$ cat config.mk
export PLATFORM = sky130hd
export DESIGN_NAME = sdft_bin_sequencer
export DESIGN_NICKNAME = d
export VERILOG_FILES = /design/src/rtl/sdft_bin_sequencer_pkg.sv /design/src/rtl/sdft_pipe_delay.sv /design/src/rtl/sdft_bin_sequencer.sv
export SDC_FILE = /design/constraint.sdc
export NUM_CORES = 1
export LEC_CHECK = 0
export ABC_AREA = 1
export CORE_MARGIN = 8
export CORE_UTILIZATION = 29
export CTS_BUF_LIST = sky130_fd_sc_hd__clkbuf_2 sky130_fd_sc_hd__clkbuf_4 sky130_fd_sc_hd__clkbuf_8
export CTS_CLUSTER_SIZE = 30
export DETAILED_ROUTE_END_ITERATION = 7
export PLACE_DENSITY = 0.62
export SETUP_SLACK_MARGIN = 0.02
export SLEW_MARGIN = 20
export SYNTH_ARGS = -nofsm -noshare
export SYNTH_HDL_FRONTEND = slang
export SYNTH_SLANG_ARGS = --single-unit
$ cat constraint.sdc
create_clock -name clk -period 4.5 [get_ports clk]
set_clock_uncertainty 0.1 [all_clocks]
set_input_delay 0.675 -clock clk [delete_from_list [all_inputs] [get_ports clk]]
set_output_delay 0.675 -clock clk [all_outputs]
set_load 0.02 [all_outputs]
$ cat src/rtl/sdft_bin_sequencer_pkg.sv
// -----------------------------------------------------------------------------
// sdft_bin_sequencer_pkg
// Shared definitions for the sliding-DFT bin scheduler and its neighbours
// (MAC, bin RAM): sequencer state encoding and default geometry.
// No ports (package).
// -----------------------------------------------------------------------------
package sdft_bin_sequencer_pkg;

    // Sequencer phases: IDLE waits for a sample, RUN issues one bin address
    // per cycle, DRAIN waits for the MAC pipeline to finish write-back.
    typedef enum logic [1:0] {
        ST_IDLE  = 2'd0,
        ST_RUN   = 2'd1,
        ST_DRAIN = 2'd2
    } seq_state_t;

    localparam int DEF_ADDR_WIDTH  = 7;  // N = 128 bins
    localparam int DEF_DATA_WIDTH  = 8;
    localparam int DEF_MAC_LATENCY = 2;

endpackage

$ cat src/rtl/sdft_pipe_delay.sv
// -----------------------------------------------------------------------------
// sdft_pipe_delay
// Shift register carrying {valid, index} through `depth` stages. Stage 0 is
// the cycle after issue (ROM/RAM data registered -> MAC inputs valid); the
// last stage is when the MAC result is ready for write-back.
// Ports:
//   clk, reset    clock, synchronous active-high clear of all stages
//   in_valid      an address is being issued this cycle
//   in_idx        the issued bin index
//   head_valid    stage 0 valid (drives mac_valid)
//   tail_valid    last stage valid (drives bin_wr_en)
//   tail_idx      last stage index (drives bin_wr_addr)
//   inflight      any stage except the last is still valid
// -----------------------------------------------------------------------------
module sdft_pipe_delay #(
    parameter int depth     = 3,
    parameter int idx_width = 7
) (
    input  logic                 clk,
    input  logic                 reset,
    input  logic                 in_valid,
    input  logic [idx_width-1:0] in_idx,
    output logic                 head_valid,
    output logic                 tail_valid,
    output logic [idx_width-1:0] tail_idx,
    output logic                 inflight
);

    logic [depth-1:0]                vld;
    logic [depth-1:0][idx_width-1:0] idx;

    // Invalid slots carry index 0 so bin_wr_addr reads 0 when nothing is written.
    always_ff @(posedge clk) begin
        if (reset) begin
            vld <= '0;
            idx <= '0;
        end else begin
            vld <= {vld[depth-2:0], in_valid};
            idx <= {idx[depth-2:0], (in_valid ? in_idx : {idx_width{1'b0}})};
        end
    end

    assign head_valid = vld[0];
    assign tail_valid = vld[depth-1];
    assign tail_idx   = idx[depth-1];
    assign inflight   = |vld[depth-2:0];

endmodule

$ cat src/rtl/sdft_bin_sequencer.sv
// -----------------------------------------------------------------------------
// sdft_bin_sequencer
// Per-sample scheduler for the sliding-DFT core. On an accepted sample it
// latches delta = sample_in - oldest_in, then walks bins 0..N-1 one per cycle,
// driving twiddle-ROM / bin-RAM read addresses, flagging the MAC when the
// registered ROM/RAM data is valid and issuing bin-RAM write-back after the
// MAC pipeline.
//
// Handshake: sample_valid is a one-cycle strobe with no ready. It is accepted
// only when busy is low (this includes the done cycle); a strobe while busy is
// dropped and sets the sticky overrun flag.
//
// Optional build macro SDFT_OVERRUN_CNT_EN adds overrun_cnt, a saturating
// 16-bit count of dropped samples.
//
// Ports:
//   clk, reset     clock, synchronous active-high reset
//   sample_valid   new-sample strobe
//   sample_in      new sample (signed)
//   oldest_in      sample leaving the window (signed)
//   busy           sequence in progress
//   done           one-cycle pulse after the last write-back
//   overrun        sticky: sample dropped while busy
//   delta          latched sample_in - oldest_in (data_width+1 bits)
//   twid_addr      twiddle ROM address
//   bin_rd_addr    bin RAM read address (same as twid_addr)
//   mac_valid      MAC inputs valid
//   bin_wr_en      bin RAM write enable
//   bin_wr_addr    bin RAM write address
//   overrun_cnt    dropped-sample count (SDFT_OVERRUN_CNT_EN only)
//   dbg_state      current sequencer state (seq_state_t encoding)
// -----------------------------------------------------------------------------
module sdft_bin_sequencer
    import sdft_bin_sequencer_pkg::*;
#(
    parameter int addr_width  = DEF_ADDR_WIDTH,
    parameter int data_width  = DEF_DATA_WIDTH,
    parameter int MAC_LATENCY = DEF_MAC_LATENCY
) (
    input  logic                  clk,
    input  logic                  reset,
    input  logic                  sample_valid,
    input  logic [data_width-1:0] sample_in,
    input  logic [data_width-1:0] oldest_in,
    output logic                  busy,
    output logic                  done,
    output logic                  overrun,
    output logic [data_width:0]   delta,
    output logic [addr_width-1:0] twid_addr,
    output logic [addr_width-1:0] bin_rd_addr,
    output logic                  mac_valid,
    output logic                  bin_wr_en,
    output logic [addr_width-1:0] bin_wr_addr,
`ifdef SDFT_OVERRUN_CNT_EN
    output logic [15:0]           overrun_cnt,
`endif
    output logic [1:0]            dbg_state
);

    seq_state_t state;
    logic       pipe_inflight;
    logic       issue;

    // An address is issued on every RUN cycle; twid_addr is the index.
    assign issue       = (state == ST_RUN);
    assign bin_rd_addr = twid_addr;
    assign dbg_state   = state;

    sdft_pipe_delay #(
        .depth     (MAC_LATENCY + 1),
        .idx_width (addr_width)
    ) u_pipe (
        .clk        (clk),
        .reset      (reset),
        .in_valid   (issue),
        .in_idx     (twid_addr),
        .head_valid (mac_valid),
        .tail_valid (bin_wr_en),
        .tail_idx   (bin_wr_addr),
        .inflight   (pipe_inflight)
    );

    always_ff @(posedge clk) begin
        if (reset) begin
            state     <= ST_IDLE;
            twid_addr <= '0;
            delta     <= '0;
            busy      <= 1'b0;
            done      <= 1'b0;
            overrun   <= 1'b0;
        end else begin
            done <= 1'b0;
            if (sample_valid && busy) begin
                overrun <= 1'b1;
            end
            case (state)
                ST_IDLE: begin
                    if (sample_valid) begin
                        // Sign-extend both operands one bit: the difference always fits.
                        delta     <= {sample_in[data_width-1], sample_in}
                                   - {oldest_in[data_width-1], oldest_in};
                        twid_addr <= '0;
                        busy      <= 1'b1;
                        state     <= ST_RUN;
                    end
                end
                ST_RUN: begin
                    if (twid_addr == '1) begin
                        state <= ST_DRAIN;
                    end else begin
                        twid_addr <= twid_addr + 1'b1;
                    end
                end
                ST_DRAIN: begin
                    // Leave when only the final write-back remains: it happens this
                    // cycle, so busy drops and done pulses right after it.
                    if (!pipe_inflight) begin
                        state     <= ST_IDLE;
                        twid_addr <= '0;
                        busy      <= 1'b0;
                        done      <= 1'b1;
                    end
                end
                default: begin
                    state <= ST_IDLE;
                end
            endcase
        end
    end

`ifdef SDFT_OVERRUN_CNT_EN
    always_ff @(posedge clk) begin
        if (reset) begin
            overrun_cnt <= '0;
        end else if (sample_valid && busy && (overrun_cnt != 16'hFFFF)) begin
            overrun_cnt <= overrun_cnt + 16'd1;
        end
    end
`endif

endmodule

==> results.sh, run 1 <==
export IMPL_cts_hold_buffers=0
export IMPL_detailedRoute_firstIterationViolations=76
export IMPL_post_dp_cell_area_um2=2670
export IMPL_hold_class="flop to flop"
export IMPL_synth_avg_cell_area_um2=7.31
export IMPL_ys_warn_count=0
export IMPL_yosys_area_top_type_share_pct=42.5
export IMPL_leakagePower_uw=0.00123
export IMPL_timing_worst_setup_path_type="flop to output port"
export IMPL_layout_cell_area_non_filler_um2=2770
export IMPL_critical_path_buf_inv_count=1
export IMPL_antenna_found_initial=0
export IMPL_fp_dieW_um=101
export IMPL_drt_pass1_iterations=4
export IMPL_post_route_period_util_pct=50.1
export IMPL_clock_latency_ns=0.30
export IMPL_drc_violations=0
export IMPL_crit_arrival_ns=1.48
export IMPL_postSynth_asyncResetShare_pct=0
export IMPL_io_buffer_count=55
export IMPL_outcome="finished, final reports clean"
export IMPL_register_to_register_path_depth=9
export IMPL_finalMaxSlewViolations=0
export IMPL_number_of_instances_in_the_synthesized_netlist=290
export IMPL_globalplace_congestion=0.804
export IMPL_finalHoldViolCount=0
export IMPL_clk_pin_slew_ns=0.09
export IMPL_critical_path_startpoint_type="flop"
export IMPL_area_growth_synth_to_final_pct=30.5
export IMPL_max_freq_mhz=443
export IMPL_post_syn_nets=319
export IMPL_min_delay_path_depth=2
export IMPL_first_pass_grt_wire_length_um=7290
export IMPL_h_tree_levels=2
export IMPL_ir_drop_mv=0.108
export IMPL_synth_top_flop_cell="sky130_fd_sc_hd__dfxtp_1"
export IMPL_ctsResizeCount=0
export IMPL_number_of_global_route_vias_before_repair=1637
export IMPL_fp_row_count=31
export IMPL_worst_slew_pin_slew_ns=0.344
export IMPL_syn_area_um2=2120
export IMPL_cts_setup_buffers=0
export IMPL_cp_data_required_time_ns=3.72
export IMPL_post_synthesis_sequential_element_count=45
export IMPL_rsz0062_at_grt="false"
export IMPL_place_hpwl_um=3430
export IMPL_clock_sink_count=45
export IMPL_cp_top_family="buffers and inverters"
export IMPL_worstPathCellList="clkdlybuf4s50_1"
export IMPL_groute_usage_overall_pct=8.85
export IMPL_synth_common_cells="sky130_fd_sc_hd__inv_1 (59), sky130_fd_sc_hd__nand2_1 (50), sky130_fd_sc_hd__nor2_1 (49), sky130_fd_sc_hd__dfxtp_1 (45), sky130_fd_sc_hd__a21oi_1 (16)"
export IMPL_diodes=0
export IMPL_fp_dieH_um=101
export IMPL_vias=1770
export IMPL_finish_net_count=364
export IMPL_period_needed_ns=2.25
export IMPL_route_detailed_vias_per_inst=4.07
export IMPL_numCtsBuffers=5
export IMPL_timing_max_slew_rel_slack_pct=76.9
export IMPL_post_layout_power_uw=842
export IMPL_routed_len_inst_um=9.93
export IMPL_drive_gt1_share_pct=7.14
export IMPL_coreArea_um2=7180
export IMPL_cap_viol_max_count=0
export IMPL_layout_utilization_pct=38.6
export IMPL_fillers=758
export IMPL_critical_path_max_fanout=8
export IMPL_detail_route_antenna_nets=0
export IMPL_crit_cells=1
export IMPL_cts_tree="yes"
export IMPL_synth_seq_area_share_pct=42.5
export IMPL_final_setup_tns_ns=0
export IMPL_floorplan_initialDensity_pct=29.5
export IMPL_synth_cell_types=27
export IMPL_synth_top_cell_by_area="sky130_fd_sc_hd__dfxtp_1"
export IMPL_cts_root_to_sink_buffers=2
export IMPL_slowest_delay_ns=0.68
export IMPL_critical_path_slowest_cell="sky130_fd_sc_hd__clkdlybuf4s50_1"
export IMPL_count_of_flip_flops_with_a_built_in_enable_after_synthesis=0
export IMPL_routed_wirelength_um=4320
export IMPL_grt_start_max_net_pins=30
export IMPL_timing_final_setup_violations=0
export IMPL_power_density_nw_per_um2=304
export IMPL_yosysMostFrequentCell="sky130_fd_sc_hd__inv_1"
export IMPL_hold_worst_slack_ns=0.304
export IMPL_ioPinCount=56
export IMPL_design_die_area_um2=10300
export IMPL_cts_root_buffer="sky130_fd_sc_hd__clkbuf_8"
export IMPL_netlist_top_cells_area="sky130_fd_sc_hd__dfxtp_1 (43%), sky130_fd_sc_hd__inv_1 (10%), sky130_fd_sc_hd__nand2_1 (8.9%)"
export IMPL_gr_total_overflow=0
export IMPL_worst_setup_path_end_kind="output port"
## layer usage
metal | part of all wire (%) | track usage [%]
met5 | 0 | 0
met4 | 1.3 | 3.44
met3 | 6.8 | 3.09
met2 | 46 | 14.5
met1 | 46 | 10.4
## power by group
group | total [µW] | internal (µW) | switching [µW]
Sequential | 423 | 412 | 10.8
Combinational | 161 | 72.5 | 88.9
Clock | 257 | 112 | 145
## final timing paths
| check | from | end | slack [ns] |
|---|---|---|---|
| setup reg to reg | bin_rd_addr[0]$_SDFFE_PP0P_ | bin_rd_addr[3]$_SDFFE_PP0P_ | 2.97 |
| hold / removal | u_pipe.idx[5]$_SDFF_PP0_ | u_pipe.idx[12]$_SDFF_PP0_ | 0.30 |
| hold reg to reg | u_pipe.idx[5]$_SDFF_PP0_ | u_pipe.idx[12]$_SDFF_PP0_ | 0.30 |
| setup / recovery | bin_rd_addr[4]$_SDFFE_PP0P_ | twid_addr[4] | 2.25 |
## cell families (layout without fill, tap and decap cells)
logic type	Yosys count	in the layout	share of synthesized area (%)
simple gates	129	129	27.1
buf+inv	79	125	16.9
flops	45	45	42.5
compound gates	24	24	6.02
fa+ha+maj	10	10	6.26
xor+xnor	3	3	1.24
## through the flow
step	setup WS, ns	std cells
2_1_floorplan	2.58	290
3_3_place_gp	2.04	427
3_5_place_dp	2.02	427
4_1_cts	2.23	435
5_1_grt	2.20	435
6_report	2.25	435
## final cells by class
cell class | instances | area, µm² | area share, %
sequential | 45 | 901 | 32.6
multi-input combinational | 166 | 861 | 31.1
timing repair buffer | 56 | 558 | 20.2
inverter | 61 | 229 | 8.28
tap | 99 | 124 | 4.48
clock buffer | 5 | 68.8 | 2.49
clock inverter | 3 | 25.0 | 0.905
## flip-flops by register name (all words and copies together), names as in the netlist
name / count
u_pipe.vld: 3
dbg_state: 2
u_pipe.tail_idx: 7
overrun: 1
u_pipe.idx: 14
done: 1
delta: 9
busy: 1
bin_rd_addr: 7
## placed cells by master (no fill, tap or decap), drive strengths merged, types with 2 or more instances in the layout
cell            n
o21ai           7
or2             2
inv            62
xor2            2
nand2          52
nand3          18
dfxtp          45
nor2           54
clkbuf          5
ha              9
clkdlybuf4s50  55
a21oi          16
(Power assumes the default switching activity.)
==> run 2: changes to the inputs <==
clock period = 2.1 ns   (was 4.5 ns; I/O delays follow)
==> results.sh, run 2 (synthesis gave the netlist of run 1 again) <==
export IMPL_critical_path_slowest_cell="sky130_fd_sc_hd__clkdlybuf4s50_1"
export IMPL_detail_route_antenna_nets=0
export IMPL_hold_class="flop to flop"
export IMPL_cts_root_buffer="sky130_fd_sc_hd__clkbuf_8"
export IMPL_vias=1755
export IMPL_detailed_routed_wire_length_on_met3_um=284
export IMPL_route_detailed_vias_per_inst=4.03
export IMPL_largest_reg_flops=14
export IMPL_routed_len_inst_um=10.1
export IMPL_cts_hold_buffers=0
export IMPL_routed_wirelength_um=4390
export IMPL_cts_tree="yes"
export IMPL_area_growth_synth_to_final_pct=30.9
export IMPL_numCtsBuffers=5
export IMPL_registers_top_by_ff_count="u_pipe.idx"
export IMPL_io_buffer_count=55
export IMPL_cp_data_required_time_ns=1.68
export IMPL_detailedRoute_firstIterationViolations=98
export IMPL_timing_final_setup_violations=0
export IMPL_ioPinCount=56
export IMPL_worst_setup_path_end_kind="output port"
export IMPL_clk_pin_slew_ns=0.09
export IMPL_rsz0062_at_grt="false"
export IMPL_critical_path_buf_inv_count=1
export IMPL_cts_setup_buffers=0
export IMPL_place_hpwl_um=3380
export IMPL_drive_gt1_share_pct=7.42
export IMPL_max_freq_mhz=529
export IMPL_worstPathCellList="clkdlybuf4s50_1"
export IMPL_floorplan_initialDensity_pct=29.5
export IMPL_cp_top_family="buffers and inverters"
export IMPL_outcome="finished, final reports clean"
export IMPL_clock_latency_ns=0.30
export IMPL_finish_net_count=365
export IMPL_wl_met2_um=1990
export IMPL_power_density_nw_per_um2=656
export IMPL_timing_max_slew_rel_slack_pct=77.5
export IMPL_finalHoldViolCount=0
export IMPL_largestRegisters="u_pipe.idx: 14 flops, delta: 9 flops"
export IMPL_drc_violations=0
export IMPL_globalplace_congestion=0.809
export IMPL_period_needed_ns=1.89
export IMPL_clock_sink_count=45
export IMPL_h_tree_levels=2
export IMPL_critical_path_max_fanout=7
export IMPL_slowest_delay_ns=0.68
export IMPL_worst_slew_pin_slew_ns=0.335
export IMPL_drt_pass1_iterations=4
export IMPL_final_common_cell="sky130_fd_sc_hd__inv_1"
export IMPL_diodes=0
export IMPL_first_pass_grt_wire_length_um=7360
export IMPL_maxUsedRoutingLayer="met4"
export IMPL_coreArea_um2=7180
export IMPL_place_worst_setup_slack_ns=-0.0250
export IMPL_post_layout_power_uw=1820
export IMPL_final_setup_worst_slack_ns=0.208
export IMPL_fp_dieH_um=101
export IMPL_gr_total_overflow=0
export IMPL_number_of_global_route_vias_before_repair=1679
export IMPL_crit_arrival_ns=1.48
export IMPL_grt_start_max_net_pins=29
export IMPL_finalMaxSlewViolations=0
export IMPL_antenna_found_initial=0
export IMPL_timing_worst_setup_path_type="flop to output port"
export IMPL_ir_drop_mv=0.239
export IMPL_post_route_period_util_pct=90.1
export IMPL_groute_usage_overall_pct=8.82
export IMPL_fp_dieW_um=101
export IMPL_design_die_area_um2=10300
export IMPL_leakagePower_uw=0.00123
export IMPL_cap_viol_max_count=0
export IMPL_cts_root_to_sink_buffers=2
export IMPL_layout_common_cells="sky130_fd_sc_hd__inv_1 (59), sky130_fd_sc_hd__clkdlybuf4s50_1 (55), sky130_fd_sc_hd__nand2_1 (50), sky130_fd_sc_hd__nor2_1 (49), sky130_fd_sc_hd__dfxtp_1 (45)"
export IMPL_route_layer_met1_wl_um=2070
export IMPL_critical_path_startpoint_type="flop"
export IMPL_fp_row_count=31
export IMPL_ctsResizeCount=0
[run 2: changes by cell type in the layout (fill, tap and decap cells not counted), sizes merged]
cell    change
buf         +1
inv         +1
clkinv      -1
[run 2: stage by stage]
step / area (µm²) / setup TNS (ns) / hold slack [ns] / instances / utilization, %
after CTS: 2770 / 0 / 0.305 / 436 / 38.7
after global routing: 2770 / 0 / 0.313 / 436 / 38.7
after floorplan: 2120 / 0 / 0.288 / 290 / -
final: 2770 / 0 / 0.304 / 436 / 38.7
after global placement: 2680 / 0 / 0.290 / 428 / 37.3
after detailed placement: 2680 / -0.0491 / 0.292 / 428 / 37.3
[run 2: worst paths after layout]
path                          startpoint  slack (ns)  cells past startpoint                     endpoint
min             u_pipe.idx[5]$_SDFF_PP0_        0.30                      2    u_pipe.idx[12]$_SDFF_PP0_
max            dbg_state[1]$_SDFFE_PP0P_        0.21                      1                 dbg_state[1]
max reg2reg  bin_rd_addr[0]$_SDFFE_PP0P_        0.60                     10  bin_rd_addr[3]$_SDFFE_PP0P_
min reg2reg     u_pipe.idx[5]$_SDFF_PP0_        0.30                      2    u_pipe.idx[12]$_SDFF_PP0_
[run 2: final cells by class]
cell class	count	area [µm²]
Clock buffer	5	68.8
Tap cell	99	124
Timing Repair Buffer	57	566
Fill cell	729	4400
Sequential cell	45	901
Inverter	61	229
Multi-Input combinational cell	166	861
Clock inverter	3	25.0
[run 2: metal layers]
metal	up-vias	track usage, %
li1	942	-
met1	766	10.5
met2	41	14.6
met3	6	3.16
met4	0	2.52
met5	-	0
[run 2: power by group]
part | switching (µW) | leakage [µW] | internal, µW
Clock | 322 | 0.0000452 | 243
Combinational | 192 | 0.000823 | 157
Sequential | 22.2 | 0.000366 | 884
Total | 536 | 0.00123 | 1280
==> run 3: changes to the inputs <==
CORE_UTILIZATION = 40   (was 29)
PLACE_DENSITY = 0.78   (was 0.62)
SLEW_MARGIN = 40   (was 20)
==> results.sh, run 3 (synthesis gave the netlist of run 1 again) <==
export IMPL_cts_root_to_sink_buffers=2
export IMPL_clk_pin_slew_ns=0.09
export IMPL_fp_dieH_um=88.8
export IMPL_cts_hold_buffers=0
export IMPL_number_of_global_route_vias_before_repair=1606
export IMPL_diodes=0
export IMPL_critical_path_max_fanout=7
export IMPL_seqCellArea_um2=901
export IMPL_drc_violations=0
export IMPL_drive_gt1_share_pct=7.42
export IMPL_fillers=511
export IMPL_finalHoldViolCount=0
export IMPL_registers_top_by_ff_count="u_pipe.idx"
export IMPL_ir_drop_mv=0.371
export IMPL_detail_route_antenna_nets=0
export IMPL_cap_viol_max_count=0
export IMPL_cts_tree="yes"
export IMPL_worstPathCellList="clkdlybuf4s50_1"
export IMPL_vias=1752
export IMPL_antenna_found_initial=0
export IMPL_finalMaxSlewViolations=0
export IMPL_post_placement_cell_count=399
export IMPL_post_route_period_util_pct=90.8
export IMPL_groute_usage_overall_pct=11.7
export IMPL_largest_reg_flops=14
export IMPL_io_buffer_count=55
export IMPL_numCtsBuffers=5
export IMPL_largestRegisters="u_pipe.idx: 14 flops, delta: 9 flops"
export IMPL_post_layout_nonfiller_instances=407
export IMPL_clock_sink_count=45
export IMPL_drt_pass1_iterations=4
export IMPL_timing_max_slew_rel_slack_pct=77.0
export IMPL_hold_class="flop to flop"
export IMPL_area_growth_synth_to_final_pct=29.2
export IMPL_fp_row_count=26
export IMPL_layout_utilization_pct=53.6
export IMPL_period_needed_ns=1.91
export IMPL_worst_slew_pin_slew_ns=0.342
export IMPL_cp_top_family="buffers and inverters"
export IMPL_critical_path_startpoint_type="flop"
export IMPL_gr_total_overflow=0
export IMPL_layout_common_cells="sky130_fd_sc_hd__inv_1 (59), sky130_fd_sc_hd__clkdlybuf4s50_1 (55), sky130_fd_sc_hd__nand2_1 (50), sky130_fd_sc_hd__nor2_1 (49), sky130_fd_sc_hd__dfxtp_1 (45)"
export IMPL_cp_data_required_time_ns=1.68
export IMPL_multiInputGateArea_um2=861
export IMPL_crit_arrival_ns=1.49
export IMPL_critical_path_buf_inv_count=1
export IMPL_globalplace_congestion=0.875
export IMPL_power_density_nw_per_um2=657
export IMPL_design_die_area_um2=7880
export IMPL_cts_root_buffer="sky130_fd_sc_hd__clkbuf_8"
export IMPL_routed_len_inst_um=10.8
export IMPL_leakagePower_uw=0.00123
export IMPL_clock_latency_ns=0.30
export IMPL_finish_net_count=365
export IMPL_worst_setup_path_end_kind="output port"
export IMPL_routed_wirelength_um=4380
export IMPL_fp_dieW_um=88.8
export IMPL_first_pass_grt_wire_length_um=7200
export IMPL_outcome="finished, final reports clean"
export IMPL_route_detailed_vias_per_inst=4.30
export IMPL_detailedRoute_firstIterationViolations=75
export IMPL_ioPinCount=56
export IMPL_place_worst_setup_slack_ns=-0.0238
export IMPL_place_hpwl_um=3470
export IMPL_coreArea_um2=5110
export IMPL_ctsResizeCount=0
export IMPL_final_common_cell="sky130_fd_sc_hd__inv_1"
export IMPL_cts_setup_buffers=0
export IMPL_floorplan_initialDensity_pct=41.5
export IMPL_timing_final_setup_violations=0
export IMPL_grt_start_max_net_pins=24
export IMPL_final_setup_worst_slack_ns=0.194
export IMPL_slowest_delay_ns=0.68
export IMPL_timing_worst_setup_path_type="flop to output port"
export IMPL_h_tree_levels=2
export IMPL_max_freq_mhz=525
export IMPL_rsz0062_at_grt="false"
export IMPL_critical_path_slowest_cell="sky130_fd_sc_hd__clkdlybuf4s50_1"
[run 3: worst paths after layout]
path / startpoint / end / slack, ns / depth (start not counted)
worst max-delay path: dbg_state[1]$_SDFFE_PP0P_ / dbg_state[1] / 0.19 / 1
worst min-delay path: u_pipe.idx[13]$_SDFF_PP0_ / u_pipe.tail_idx[6]$_SDFF_PP0_ / 0.31 / 2
worst max register to register: bin_rd_addr[1]$_SDFFE_PP0P_ / bin_rd_addr[3]$_SDFFE_PP0P_ / 0.59 / 10
worst min register to register: u_pipe.idx[13]$_SDFF_PP0_ / u_pipe.tail_idx[6]$_SDFF_PP0_ / 0.31 / 2
[run 3: power by group]
part           internal [µW]  total [µW]  switching (µW)  leakage (µW)
registers                884         906            22.5      0.000366
logic                    157         350             193      0.000823
clock network            240         543             303     0.0000447
total                   1280        1800             519       0.00123
[run 3: tightest hold or removal path, stage by stage, from the launching register on]
cell	delay, ns
sky130_fd_sc_hd__dfxtp_1	0.30
sky130_fd_sc_hd__inv_1	0.04
sky130_fd_sc_hd__nor2_1	0.03
[run 3: area by class of cell]
class / count / area share (%)
Clock buffer: 5 / 2.51
Clock inverter: 3 / 0.914
Inverter: 61 / 8.36
Multi-Input combinational cell: 166 / 31.4
Sequential cell: 45 / 32.9
Tap cell: 70 / 3.20
Timing Repair Buffer: 57 / 20.7
[run 3: metrics by stage]
stage / instance area (µm²) / setup TNS (ns) / total power (µW) / hold slack [ns]
4_1_cts: 2740 / 0 / 1820 / 0.306
5_1_grt: 2740 / 0 / 1890 / 0.320
3_5_place_dp: 2640 / -0.0372 / 1280 / 0.293
2_1_floorplan: 2120 / 0 / 1140 / 0.288
6_report: 2740 / 0 / 1800 / 0.306
3_3_place_gp: 2640 / -0.00207 / 1270 / 0.290
[run 3: metal layers]
metal / routed length [µm] / GRT usage, % / part of all wire [%]
met2: 2070 / 19.8 / 47
met1: 1970 / 13.1 / 45
met3: 263 / 3.62 / 6.0
met5: 0 / 0 / 0
met4: 80 / 4.92 / 1.8
